## src/rtl/commit_perf_counters.sv

```systemverilog
// Commit statistics unit sitting beside the ROB on the commit interface.
// Counts commits, enabled cycles, idle cycles and a commits-per-cycle
// histogram, with an atomic snapshot handshake and a fixed-length IPC window.
//
// Snapshot FSM
//   state  | meaning
//   S_IDLE | no snapshot outstanding; snap_req captures total/cycles
//   S_HELD | snap_* hold a captured snapshot until snap_ack
module commit_perf_counters #(
    parameter int COMMIT_WIDTH  = 4,
    parameter int CNT_WIDTH     = 32,
    parameter bit SATURATE      = 1'b1,
    parameter int WINDOW_CYCLES = 1024,
    parameter int NC_W          = $clog2(COMMIT_WIDTH + 1)
) (
    input  logic                                 clk,
    input  logic                                 reset,
    input  logic [COMMIT_WIDTH-1:0]              commit_valid,
    input  logic                                 enable,
    input  logic                                 clear,
    output logic [CNT_WIDTH-1:0]                 total_commits,
    output logic [CNT_WIDTH-1:0]                 total_cycles,
    output logic [CNT_WIDTH-1:0]                 idle_cycles,
    output logic [(COMMIT_WIDTH+1)*CNT_WIDTH-1:0] hist_flat,
    output logic [COMMIT_WIDTH+3:0]              ovf_flags,
    input  logic                                 snap_req,
    output logic                                 snap_valid,
    input  logic                                 snap_ack,
    output logic [CNT_WIDTH-1:0]                 snap_total,
    output logic [CNT_WIDTH-1:0]                 snap_cycles,
    output logic [CNT_WIDTH-1:0]                 win_commits,
    output logic                                 win_done
);

    typedef enum logic {S_IDLE, S_HELD} snap_state_t;

    // Returns {carry, next value}; next value is already saturated or wrapped.
    function automatic logic [CNT_WIDTH:0] add_cnt(input logic [CNT_WIDTH-1:0] a,
                                                   input logic [CNT_WIDTH-1:0] b);
        logic [CNT_WIDTH:0] s;
        s = {1'b0, a} + {1'b0, b};
        if (s[CNT_WIDTH] && SATURATE) s[CNT_WIDTH-1:0] = '1;
        return s;
    endfunction

    logic [NC_W-1:0]      nc;
    logic [CNT_WIDTH-1:0] hist [COMMIT_WIDTH+1];
    logic [CNT_WIDTH:0]   tot_sum;
    logic [CNT_WIDTH:0]   cyc_sum;
    logic [CNT_WIDTH:0]   idle_sum;
    logic [CNT_WIDTH:0]   hist_sum [COMMIT_WIDTH+1];
    snap_state_t          snap_state;
    snap_state_t          snap_state_n;
    logic                 capture;

    // Popcount of the commit vector: number of instructions retired this cycle.
    always_comb begin
        nc = '0;
        for (int i = 0; i < COMMIT_WIDTH; i++) nc = nc + NC_W'(commit_valid[i]);
    end

    // Candidate next values of every live counter, assuming an enabled cycle.
    always_comb begin
        tot_sum  = add_cnt(total_commits, CNT_WIDTH'(nc));
        cyc_sum  = add_cnt(total_cycles, CNT_WIDTH'(1));
        idle_sum = add_cnt(idle_cycles, CNT_WIDTH'(nc == '0));
        for (int k = 0; k <= COMMIT_WIDTH; k++)
            hist_sum[k] = add_cnt(hist[k], CNT_WIDTH'(nc == NC_W'(k)));
    end

    // Live counters and sticky overflow flags; clear wins over increment.
    always_ff @(posedge clk) begin
        if (reset || clear) begin
            total_commits <= '0;
            total_cycles  <= '0;
            idle_cycles   <= '0;
            ovf_flags     <= '0;
            for (int k = 0; k <= COMMIT_WIDTH; k++) hist[k] <= '0;
        end else if (enable) begin
            total_commits <= tot_sum[CNT_WIDTH-1:0];
            total_cycles  <= cyc_sum[CNT_WIDTH-1:0];
            idle_cycles   <= idle_sum[CNT_WIDTH-1:0];
            ovf_flags[0]  <= ovf_flags[0] | tot_sum[CNT_WIDTH];
            ovf_flags[1]  <= ovf_flags[1] | cyc_sum[CNT_WIDTH];
            ovf_flags[2]  <= ovf_flags[2] | idle_sum[CNT_WIDTH];
            for (int k = 0; k <= COMMIT_WIDTH; k++) begin
                hist[k]          <= hist_sum[k][CNT_WIDTH-1:0];
                ovf_flags[3 + k] <= ovf_flags[3 + k] | hist_sum[k][CNT_WIDTH];
            end
        end
    end

    for (genvar k = 0; k <= COMMIT_WIDTH; k++) begin : g_hist
        assign hist_flat[k*CNT_WIDTH +: CNT_WIDTH] = hist[k];
    end

    // Snapshot state register.
    always_ff @(posedge clk) begin
        if (reset) snap_state <= S_IDLE;
        else       snap_state <= snap_state_n;
    end

    // Snapshot next state; requests while a snapshot is held are dropped.
    always_comb begin
        snap_state_n = snap_state;
        capture      = 1'b0;
        case (snap_state)
            S_IDLE: if (snap_req) begin
                capture      = 1'b1;
                snap_state_n = S_HELD;
            end
            S_HELD: if (snap_ack) snap_state_n = S_IDLE;
            default: snap_state_n = S_IDLE;
        endcase
    end

    assign snap_valid = (snap_state == S_HELD);

    // Capture the post-increment totals; a same-cycle clear does not zero the snapshot.
    always_ff @(posedge clk) begin
        if (reset) begin
            snap_total  <= '0;
            snap_cycles <= '0;
        end else if (capture) begin
            snap_total  <= enable ? tot_sum[CNT_WIDTH-1:0] : total_commits;
            snap_cycles <= enable ? cyc_sum[CNT_WIDTH-1:0] : total_cycles;
        end
    end

    if (WINDOW_CYCLES > 0) begin : g_win
        localparam int WC_W = (WINDOW_CYCLES > 1) ? $clog2(WINDOW_CYCLES) : 1;

        logic [WC_W-1:0]      win_cnt;
        logic [CNT_WIDTH-1:0] win_acc;
        logic [CNT_WIDTH:0]   acc_sum;
        logic [CNT_WIDTH-1:0] acc_next;
        logic                 win_last;

        // Window accumulator always saturates, independent of the live-counter mode.
        always_comb begin
            acc_sum  = {1'b0, win_acc} + (CNT_WIDTH + 1)'(nc);
            acc_next = acc_sum[CNT_WIDTH] ? '1 : acc_sum[CNT_WIDTH-1:0];
            win_last = (win_cnt == WC_W'(WINDOW_CYCLES - 1));
        end

        // Window position/accumulator; publishes the total on the last enabled cycle.
        always_ff @(posedge clk) begin
            if (reset) begin
                win_cnt     <= '0;
                win_acc     <= '0;
                win_commits <= '0;
                win_done    <= 1'b0;
            end else begin
                win_done <= 1'b0;
                if (clear) begin
                    win_cnt <= '0;
                    win_acc <= '0;
                end else if (enable) begin
                    if (win_last) begin
                        win_commits <= acc_next;
                        win_done    <= 1'b1;
                        win_cnt     <= '0;
                        win_acc     <= '0;
                    end else begin
                        win_cnt <= win_cnt + WC_W'(1);
                        win_acc <= acc_next;
                    end
                end
            end
        end
    end else begin : g_no_win
        assign win_commits = '0;
        assign win_done    = 1'b0;
    end

endmodule

```

## config.mk

```make
export PLATFORM = sky130hd
export DESIGN_NAME = commit_perf_counters
export DESIGN_NICKNAME = d
export VERILOG_FILES = /design/src/rtl/commit_perf_counters.sv
export SDC_FILE = /design/constraint.sdc
export NUM_CORES = 1
export LEC_CHECK = 0
export ABC_CLOCK_PERIOD_IN_PS = 17900
export CORE_UTILIZATION = 35
export CTS_CLUSTER_DIAMETER = 60
export DETAILED_ROUTE_END_ITERATION = 8
export SLEW_MARGIN = 20
export SYNTH_ARGS = -nofsm -noshare
export SYNTH_HDL_FRONTEND = slang
export SYNTH_SLANG_ARGS = --single-unit
```

## constraint.sdc

```tcl
create_clock -name clk -period 17.9 [get_ports clk]
set_clock_uncertainty 0.2 [all_clocks]
set_input_delay 1.79 -clock clk [delete_from_list [all_inputs] [get_ports clk]]
set_output_delay 1.79 -clock clk [all_outputs]
set_load 0.01 [all_outputs]
```

== After elaboration in Yosys (flattened, before gate mapping) ==
Memory sizes are Yosys's and may differ from the RTL's.
Index checks and enable logic that the tools add are counted.
Storage, ports and cells
  register bits after elaboration: 244
  latch bits: 0
  bits in writable memories: 160
  bits in read-only memories: 0
  input bits: 10
  output and inout port bits: 362
  logic and storage cells: 79
  memories: 1
Memories
  hist: depth 5, width 32, read ports 5, clocked after memory_dff 0, write ports 5, line 47  | logic [CNT_WIDTH-1:0] hist [COMMIT_WIDTH+1];
Operators by class
  add/subtract/negate cells: 13
  multiply operators: 0
  div/mod/pow operators: 0
  $lt $le $gt $ge: 0
  equal/unequal tests: 5
  shift operators: 0
  multiplexer cells: 28
  bitwise logic cells: 16
  reduce and logical (&&, ||, !) cells: 5
Operators with widths (number)
  2-to-1 mux 32 bit: 17
  adder 32 x 1 -> 33 bit: 6
  adder 32 x 3 -> 33 bit: 2
  adder 32 x 1 -> 33 bit (second input constant): 1
  OR 1 bit: 13
  adder 10 x 1 -> 10 bit (second input constant): 1
  == test 10 bit (second input constant): 1
  2-to-1 mux 10 bit: 1
  2-to-1 mux 1 bit: 9
  == test 3 x 2 -> 1 bit (second input constant): 2
  adder 2 x 1 -> 3 bit: 1
  adder 3 x 1 -> 3 bit: 1
  == test 3 x 1 -> 1 bit (second input constant): 1
  == test 3 bit (second input constant): 1
  logical NOT 3 bit: 1
  NOT 1 bit: 3
  AND reduction 3 bit: 1
  OR reduction 3 bit: 1
  adder 1 x 1 -> 2 bit: 1
  case mux 1 bit (2 select lines): 1
  OR reduction 2 bit: 1
  logical OR 1 bit: 1

== Logic depth before layout (Yosys ltp) ==
Gate-level depths: netlist (run 1).
  depth in word-level cells: 7
  mapped depth: 16
  mapped depth without buffers: 12

== Worst setup path after synthesis (run 1) ==
OpenSTA, ideal clock, no wires.
  path kind: input to register
  start point: input port reset
  end point: register g_win.win_acc[8]
  setup time: 0.122 ns
  arrival time: 7.791 ns
  required time: 17.578 ns
  slack: 9.788 ns
  cell stages on the path: 8
  buffers on the path: 3
  path through: clkbuf_1 > or2_2 > clkbuf_1 > nor2_1 > inv_1 > clkbuf_1 > o21ai_0 > a22o_1
On the way
  longest elaborated chain between the ends: 1
Ends and longest elaborated chain
  start, declared: line 17  | input logic reset,
  OR reduction 2 bit (no line)
  end signal, assigned: line 166  | win_acc <= acc_next;
  end, declared: line 134  | logic [CNT_WIDTH-1:0] win_acc;
No other way between the ends.
A chain may end at the register's enable or synchronous reset.

==> results of run 1 <==
[cell families after synthesis]
family | Yosys count | synth area share, %
XOR/XNOR | 222 | 9.79
AO/OA/AOI/OAI | 577 | 17.1
flip-flops | 404 | 48.8
buffers and inverters | 176 | 3.55
adder cells (fa/ha/maj) | 21 | 1.36
multiplexers | 7 | 0.372
AND/OR/NAND/NOR | 747 | 19.0
[worst register-to-register path: cells and delay by family, from the launching register on]
family,cells,cell delay [ns]
DFF,1,0.51
AOI/OAI and AO/OA,1,0.34
and+or+nand+nor,5,2.31
[path summary, 6_finish.rpt]
kind                            cells past startpoint      endpoint             from
worst max-delay path                               12  hist[0][129]  commit_valid[0]
worst min-delay path                                2  ovf_flags[5]     ovf_flags[5]
worst max register to register                      6   hist[0][15]       hist[0][3]
worst min register to register                      2  ovf_flags[5]     ovf_flags[5]
[through the flow]
stage	total power (W)	cell area, sq um	setup slack (ns)	util (%)	instances
floorplan	0.00110	19900	9.79	-	2154
global placement	0.00118	24100	10.25	43.5	3162
detailed placement	0.00118	24100	10.08	43.5	3162
CTS	0.00224	25900	10.71	46.6	3254
global route	0.00229	25900	10.69	46.6	3254
finish	0.00221	25900	11.12	46.6	3255
[power by group]
| group | switching (W) | internal [W] | leakage, nW | total (W) |
|---|---|---|---|---|
| Combinational | 0.0000850 | 0.0000695 | 3.86 | 0.000154 |
| Sequential | 0.0000290 | 0.000981 | 3.84 | 0.00101 |
| Clock | 0.000422 | 0.000625 | 0.831 | 0.00105 |
[registers in the layout, summed over array words and instances, names as in the netlist]
register / cells
idle_cycles: 32
snap_total: 32
snap_valid: 1
win_commits: 32
g_win.win_cnt: 10
win_done: 1
total_commits: 32
snap_cycles: 32
total_cycles: 32
hist: 160
ovf_flags: 8
g_win.win_acc: 32
[layout make-up]
class | instances | area, sq um | area share, %
inverter | 46 | 178 | 0.687
timing repair buffer | 390 | 3850 | 14.9
tap | 748 | 936 | 3.62
antenna | 1 | 2.50 | 0.00967
clock buffer | 63 | 1380 | 5.34
clock inverter | 29 | 335 | 1.30
multi-input combinational | 1574 | 9500 | 36.7
sequential | 404 | 9690 | 37.4
[cell usage in the layout (no fill, tap or decap), drive strengths merged, types with 8 or more instances in the layout]
master | Yosys | routed
nand4 | 58 | 58
clkbuf | 113 | 63
nand2 | 142 | 142
and4 | 20 | 20
inv | 46 | 51
ha | 20 | 20
clkinv | 0 | 13
nand2b | 11 | 11
o21ai | 148 | 148
and3 | 50 | 50
dfxtp | 244 | 244
edfxtp | 160 | 160
o22ai | 8 | 8
xor2 | 95 | 95
a31oi | 15 | 15
a211oi | 19 | 19
nor3 | 55 | 55
a21oi | 284 | 284
or4 | 11 | 11
nor2 | 203 | 203
or3 | 10 | 10
or2 | 14 | 14
buf | 17 | 20
nand3 | 107 | 107
xnor2 | 127 | 127
nor2b | 10 | 10
nor4 | 21 | 21
a22o | 10 | 10
o31ai | 9 | 9
clkdlybuf4s50 | 0 | 370
a21o | 11 | 11
and2 | 16 | 16
o21a | 8 | 8
[per-layer routing]
metal  track usage (%)  share of wire, %  vias up
met5                 0                 0        -
met4              5.33               1.8        0
met3              5.49               7.4       73
met2              31.6                46      503
met1              26.7                45     8379
li1                  -                 -     8445
==> summary by stage, run 1 <==
Run status
The run finished with clean final reports.

Setup path
The arrival time of data at the critical path endpoint is 6.97 ns. For this run, the slowest stage of the critical path takes 0.68 ns. Together, buffers and inverters on the worst path number 1. Along the worst path, the maximum fanout reaches 29. The signal on the critical path passes through clkdlybuf4s50_1 -> fa_1 -> ha_1 -> nand2_1 -> nor3b_1 -> ha_1 -> and4_1 -> and4_1 -> nor2b_1 -> and2_1 -> nand3_2 -> a21oi_1.

The startpoint type of the worst setup path is an input port. The library cell contributing the largest single delay on the critical path is nor3b_1. The family with the most delay on the worst path is simple AND/OR/NAND/NOR gates. The setup check on the worst reg-to-reg path leaves a slack of 14.37 ns.

The type of the worst setup path is input port to flop. STA classifies the critical path endpoint as a flop. For the worst setup path, the data required time is 18.09 ns.

Detailed routing
In the final routed layout, each cell accounts on average for 18.4 um. The total DRC errors in the routed layout is 0. Using the TritonRoute via totals, the vias-per-cell ratio works out to ~5.3. The wire length after detailed routing is roughly 60000 um.

For this block, the via count after detailed routing is 17400. For this block, the initial DRC count from the detailed router was 1071. The remaining antenna violation count after routing is 0. Before antenna repair, the detailed router went through 5 iterations.

Timing
The max-slew headroom at the worst pin is 26.2%. Hold is met by approximately 0.25 ns. Setup repair after global routing left no endpoint under its margin. After layout, the worst path uses 37.9% of the clock period. At the pin with the least slew margin, the transition time is 1.11 ns. The final count of hold timing violations was 0. Setup violations remaining at the end of the flow were counted as 0.

The worst path needs 6.78 ns of the cycle, external delays included. The max-slew violation count is 0. Adding up every negative setup slack in the final design gives 0 ns. Timing would allow up to between 100 and 150 MHz.

CTS
The tree is rooted in a clkbuf_16. The maximum clock path buffer count is 3. The post-CTS repair timing setup buffer count is 0. CTS built an H-tree with a depth of 2. TritonCTS built the clock tree. The clock edge transition at the registers on the reported setup and hold paths is 0.06 ns. The clock drives between 400 and 500 sinks. Once the clock tree was built, the resizer swapped 0 gates to a different size.

The number of buffers inserted for hold repair after clock tree synthesis is 0. Clock latency on the worst-skew pair, taken at its later pin, is around 0.59 ns. The total clock buffers created by CTS is 49.

Logic synthesis
Sorting the synthesized cells by area gives the leading types as dfxtp_1 25%, edfxtp_1 24%, a21oi_1 6.8%. The number of distinct library cells after synthesis is 80. The most frequent cell after synthesis is a21oi_1.

The netlist area before placement is 19900 sq um. The post-synthesis cell type with the largest combined area is dfxtp_1. The post-synthesis net count is 2185. Each instance of the synthesized netlist takes up on average 9.22 sq um. Yosys printed 0 warnings. In the synthesized netlist the async set-or-reset flop fraction comes to 0%. The most common flop cell mapped by yosys is dfxtp_1. In this run, synthesis produced a sequential element count of 404.

The area share of the largest cell type after synthesis is 24.6%. The share of the yosys chip area belonging to registers is 48.8%. The commonest cells after synthesis are 269 x a21oi_1, 244 x dfxtp_1, 202 x nor2_1, 160 x edfxtp_1, 147 x o21ai_0. The number of cells produced by synthesis is 2154. The number of enable-type register cells in the synthesized netlist is 160.

Power
The areal power density over the cells is 85.5 nW/um^2. For this design the static power due to leakage is ~8.5 nW. Across the VDD grid, the largest voltage drop is slightly above 0.07 mV.

Die
Measured along the y axis, the die boundary spans ~240 um. The initial cell density of the core is 35.8%. The horizontal die dimension is 240 um. The area of the die is between 50000 and 60000 sq um. Pin placement for this block handled approximately 370 I/O pins. The number of placement rows is 86.

The floorplan step defined a core boundary enclosing 55500 sq um.

Hold path
The path class of the tightest hold or removal check is flop to flop.

Placement
Once detailed placement completed, the half-perimeter wirelength came to between 40000 and 50000 um. The total of buffers placed on input and output ports is 371. The routability congestion estimate is roughly 0.84.

GRT
Entering global routing, the biggest net connects 95 pins. The total global-route track usage is approximately 20%. The number of antenna violations at the first check in global routing is 1.

The overall overflow remaining after global route is 0. The first global-routing pass estimated 92400 um of wire. The via count of the first global-routing pass was 16400.

Cells and area
The share of post-route cells with drive strength above 1 is 6.74%. The filler cells instantiated in the layout total around 5300. The final layout contains approximately 2500 nets. The area growth from synthesis to layout is 30.3%.

Run
Across the run, the number of max-cap violations was 0.
Note: power is estimated with default switching activity, not from simulation.
==> run 2: changes to the inputs <==
ABC_CLOCK_PERIOD_IN_PS = 5800   (was 17900)
clock period = 5.8 ns   (was 17.9 ns; I/O delays follow)
==> run 2 against run 1 <==
Against the previous run: die area stayed put; critical path depth is 3 higher; register-to-register slack worse by 12 ns; sequential share of layout area fell by 0.17 points; sequential power rose to 3.1 times the previous value; power grew to 3.1 times the previous value; combinational power grew to 3.2 times the previous value; worst setup slack lost 10 ns; first-iteration DRC count rose by 15%; non-clock buffer count rose by 16.
==> summary by stage, run 2 (synthesis results as in run 1) <==
Setup path
The type of the worst setup path is input port to flop. Counting cells, the worst reg-to-reg path comes to 9. For the worst setup path, the data required time is 6.02 ns. In this run the worst setup path begins at commit_valid[0]. The setup check on the worst reg-to-reg path leaves a slack of 2.56 ns. The arrival time of data at the critical path endpoint is 4.88 ns. The element type at the critical path end is a flop.

In this run the worst path has a maximum fanout of 20. The launching point of the worst reg2reg path is total_commits[1]. The endpoint identified for the worst register-to-register timing path is snap_total[4]. STA classifies the critical path startpoint as an input port.

Detailed routing
The remaining antenna violation count after routing is 0. The detailed router placed 17500 vias in this run. The average via count per standard cell is ~5.4. The routed length per instance is 18.4 um.

The detailed-routing iteration count for the pre-antenna-repair pass is 5. In the routed design, unresolved DRC markers number 0. Summed over all layers, the routed wires come to 60100 um. The violation count after the first detailed-route iteration is 1236.

Die
In this run the horizontal extent of the chip is approximately 240 um. The core outline area is about 56000 sq um. For this design the top-level I/O count stands at between 300 and 400.

The area of the die is a little under 60000 sq um. For this configuration, the core starts out at a cell density of 35.8%. Measured along the y axis, the die boundary spans around 240 um. The floorplan has 86 rows.

GRT
The global-route met3 utilization is 5.11%. The number of antenna violations at the first check in global routing is 0. The via count of the first global-routing pass is between 15000 and 20000.

The global-route layer with the greatest usage is met2. Across every metal layer, demand over resource in global routing totals 20.0%. The global-route wire length before repair is 92200 um. The pin count of the biggest net entering global routing is 102. The overall overflow remaining after global route is 0. Global routing used 31.6% of the available met2 tracks. Global routing consumed, on the met1 layer, around a quarter of the routing resources.

CTS
The clock sink count is 404. For the worst-skew pair, the clock arrives at the later sink with an insertion delay of about 0.6 ns. Once the clock tree was built, the setup fixing pass inserted 0 buffers. The TritonCTS clock tree is yes. Clock tree synthesis inserted a total of 49 buffers. After clock tree synthesis, the clock-pin slew on the worst setup and hold paths is 0.06 ns.

The master cell of the clock root buffer is clkbuf_16. No sink is reached through more buffers than the 3 on the longest clock path. The number of buffers inserted for hold repair after clock tree synthesis is 0. The H-tree was split into 2 levels.

After clock tree synthesis, the repair step resized 0 gates.

Power
The worst-case vdd ir drop is around 0.27 mV. Summed over all cells, the static leakage comes to 8.61 nW. Power spread over the standard cell area amounts to approximately 260 nW/um^2. The total power consumption of the routed design is 0.00687 W.

Cells and area
The area growth from synthesis to layout is 30.9%. The net total in the final layout is ~2500. The fraction of the core area covered by cells at the end of the flow is between 40% and 50%.

In the layout the commonest cells are 370 x clkdlybuf4s50_1, 269 x a21oi_1, 244 x dfxtp_1. The register with the most flip-flops in the layout has 160 of them. Leaving out fill and tap cells, the most frequent cell in the layout is clkdlybuf4s50_1.

Fill cells in the final layout number ~5300. The register with the most flip-flops is hist. The share of post-route cells with drive strength above 1 is roughly 7%. The number of antenna cells inserted is 0.

Hold path
The startpoint of the worst hold path is enable. The hold-critical path endpoint is idle_cycles[0]. The worst min-delay path category is input port to flop. Along the worst hold path, the cell count comes to 2.

Placement
The HPWL after detailed placement is 41800 um. The routability congestion estimate is 0.850. Buffers placed on the I/O ports in this run total roughly 370.

Run
Max-cap violations in this run came to 0.

Timing
In this run the tightest slew margin relative to its limit is 26.3%. Setup violations remaining at the end of the flow were counted as 0. The time the worst path needs with I/O delays and setup is 4.66 ns.

The maximum clock rate is between 200 and 250 MHz. The max-slew violation count is 0. Setup repair after global routing left no endpoint under its margin. The worst hold margin is ~0.24 ns. For the pin with the worst max-slew slack, the measured transition is ~1.1 ns. The final critical path takes up 80.3% of the cycle. After routing, the total negative slack on setup checks comes to 0 ns. The final count of hold timing violations is 0.

Run status
The run finished with clean final reports.
-- run 2: critical path, stage by stage --
cell	delay, ns
clkdlybuf4s50_1	0.43
fa_1	0.62
ha_1	0.19
buf_4	0.17
nand2_1	0.19
nor3b_1	0.44
buf_4	0.23
ha_1	0.18
and4_1	0.23
and4_1	0.30
nor2b_1	0.20
and2_1	0.26
nand3_1	0.34
buf_4	0.34
a21oi_1	0.16
-- run 2: worst max-delay path by stage --
stage | endpoint | slack (ns) | depth (start not counted)
2_1_floorplan | g_win.win_acc[8] | 1.52 | 8
3_3_place_gp | hist[0][154] | 0.48 | 15
3_5_place_dp | hist[0][139] | 0.42 | 15
4_1_cts | hist[0][139] | 1.02 | 15
5_1_grt | hist[0][137] | 0.75 | 15
6_report | hist[0][139] | 1.14 | 15
-- run 2: final cells by class --
type	count	area [sq um]	share of cell area (%)
well taps	748	936	3.60
flip-flops and latches	404	9690	37.3
clock buffers	63	1360	5.23
multi-input cells	1574	9500	36.5
clock inverters	26	350	1.35
inverters	46	178	0.684
repair buffers	406	3980	15.3
-- run 2: metrics by stage --
stage	instances	setup WS [ns]	cell area [sq um]
after floorplan	2154	1.52	19900
after global placement	3178	0.477	24300
after detailed placement	3178	0.422	24300
after CTS	3267	1.02	26000
after global routing	3267	0.753	26000
final	3267	1.14	26000
-- run 2: where the power goes --
group / leakage (nW) / internal, W / switching, W
clock network: 0.830 / 0.00197 / 0.00129
logic: 3.94 / 0.000220 / 0.000266
registers: 3.84 / 0.00303 / 0.0000896
total: 8.61 / 0.00522 / 0.00165
-- run 2: layer usage --
metal / wire, um / part of all wire, %
met1: 26500 / 44
met2: 27200 / 45
met3: 4770 / 7.9
met4: 1580 / 2.6
met5: 0 / 0
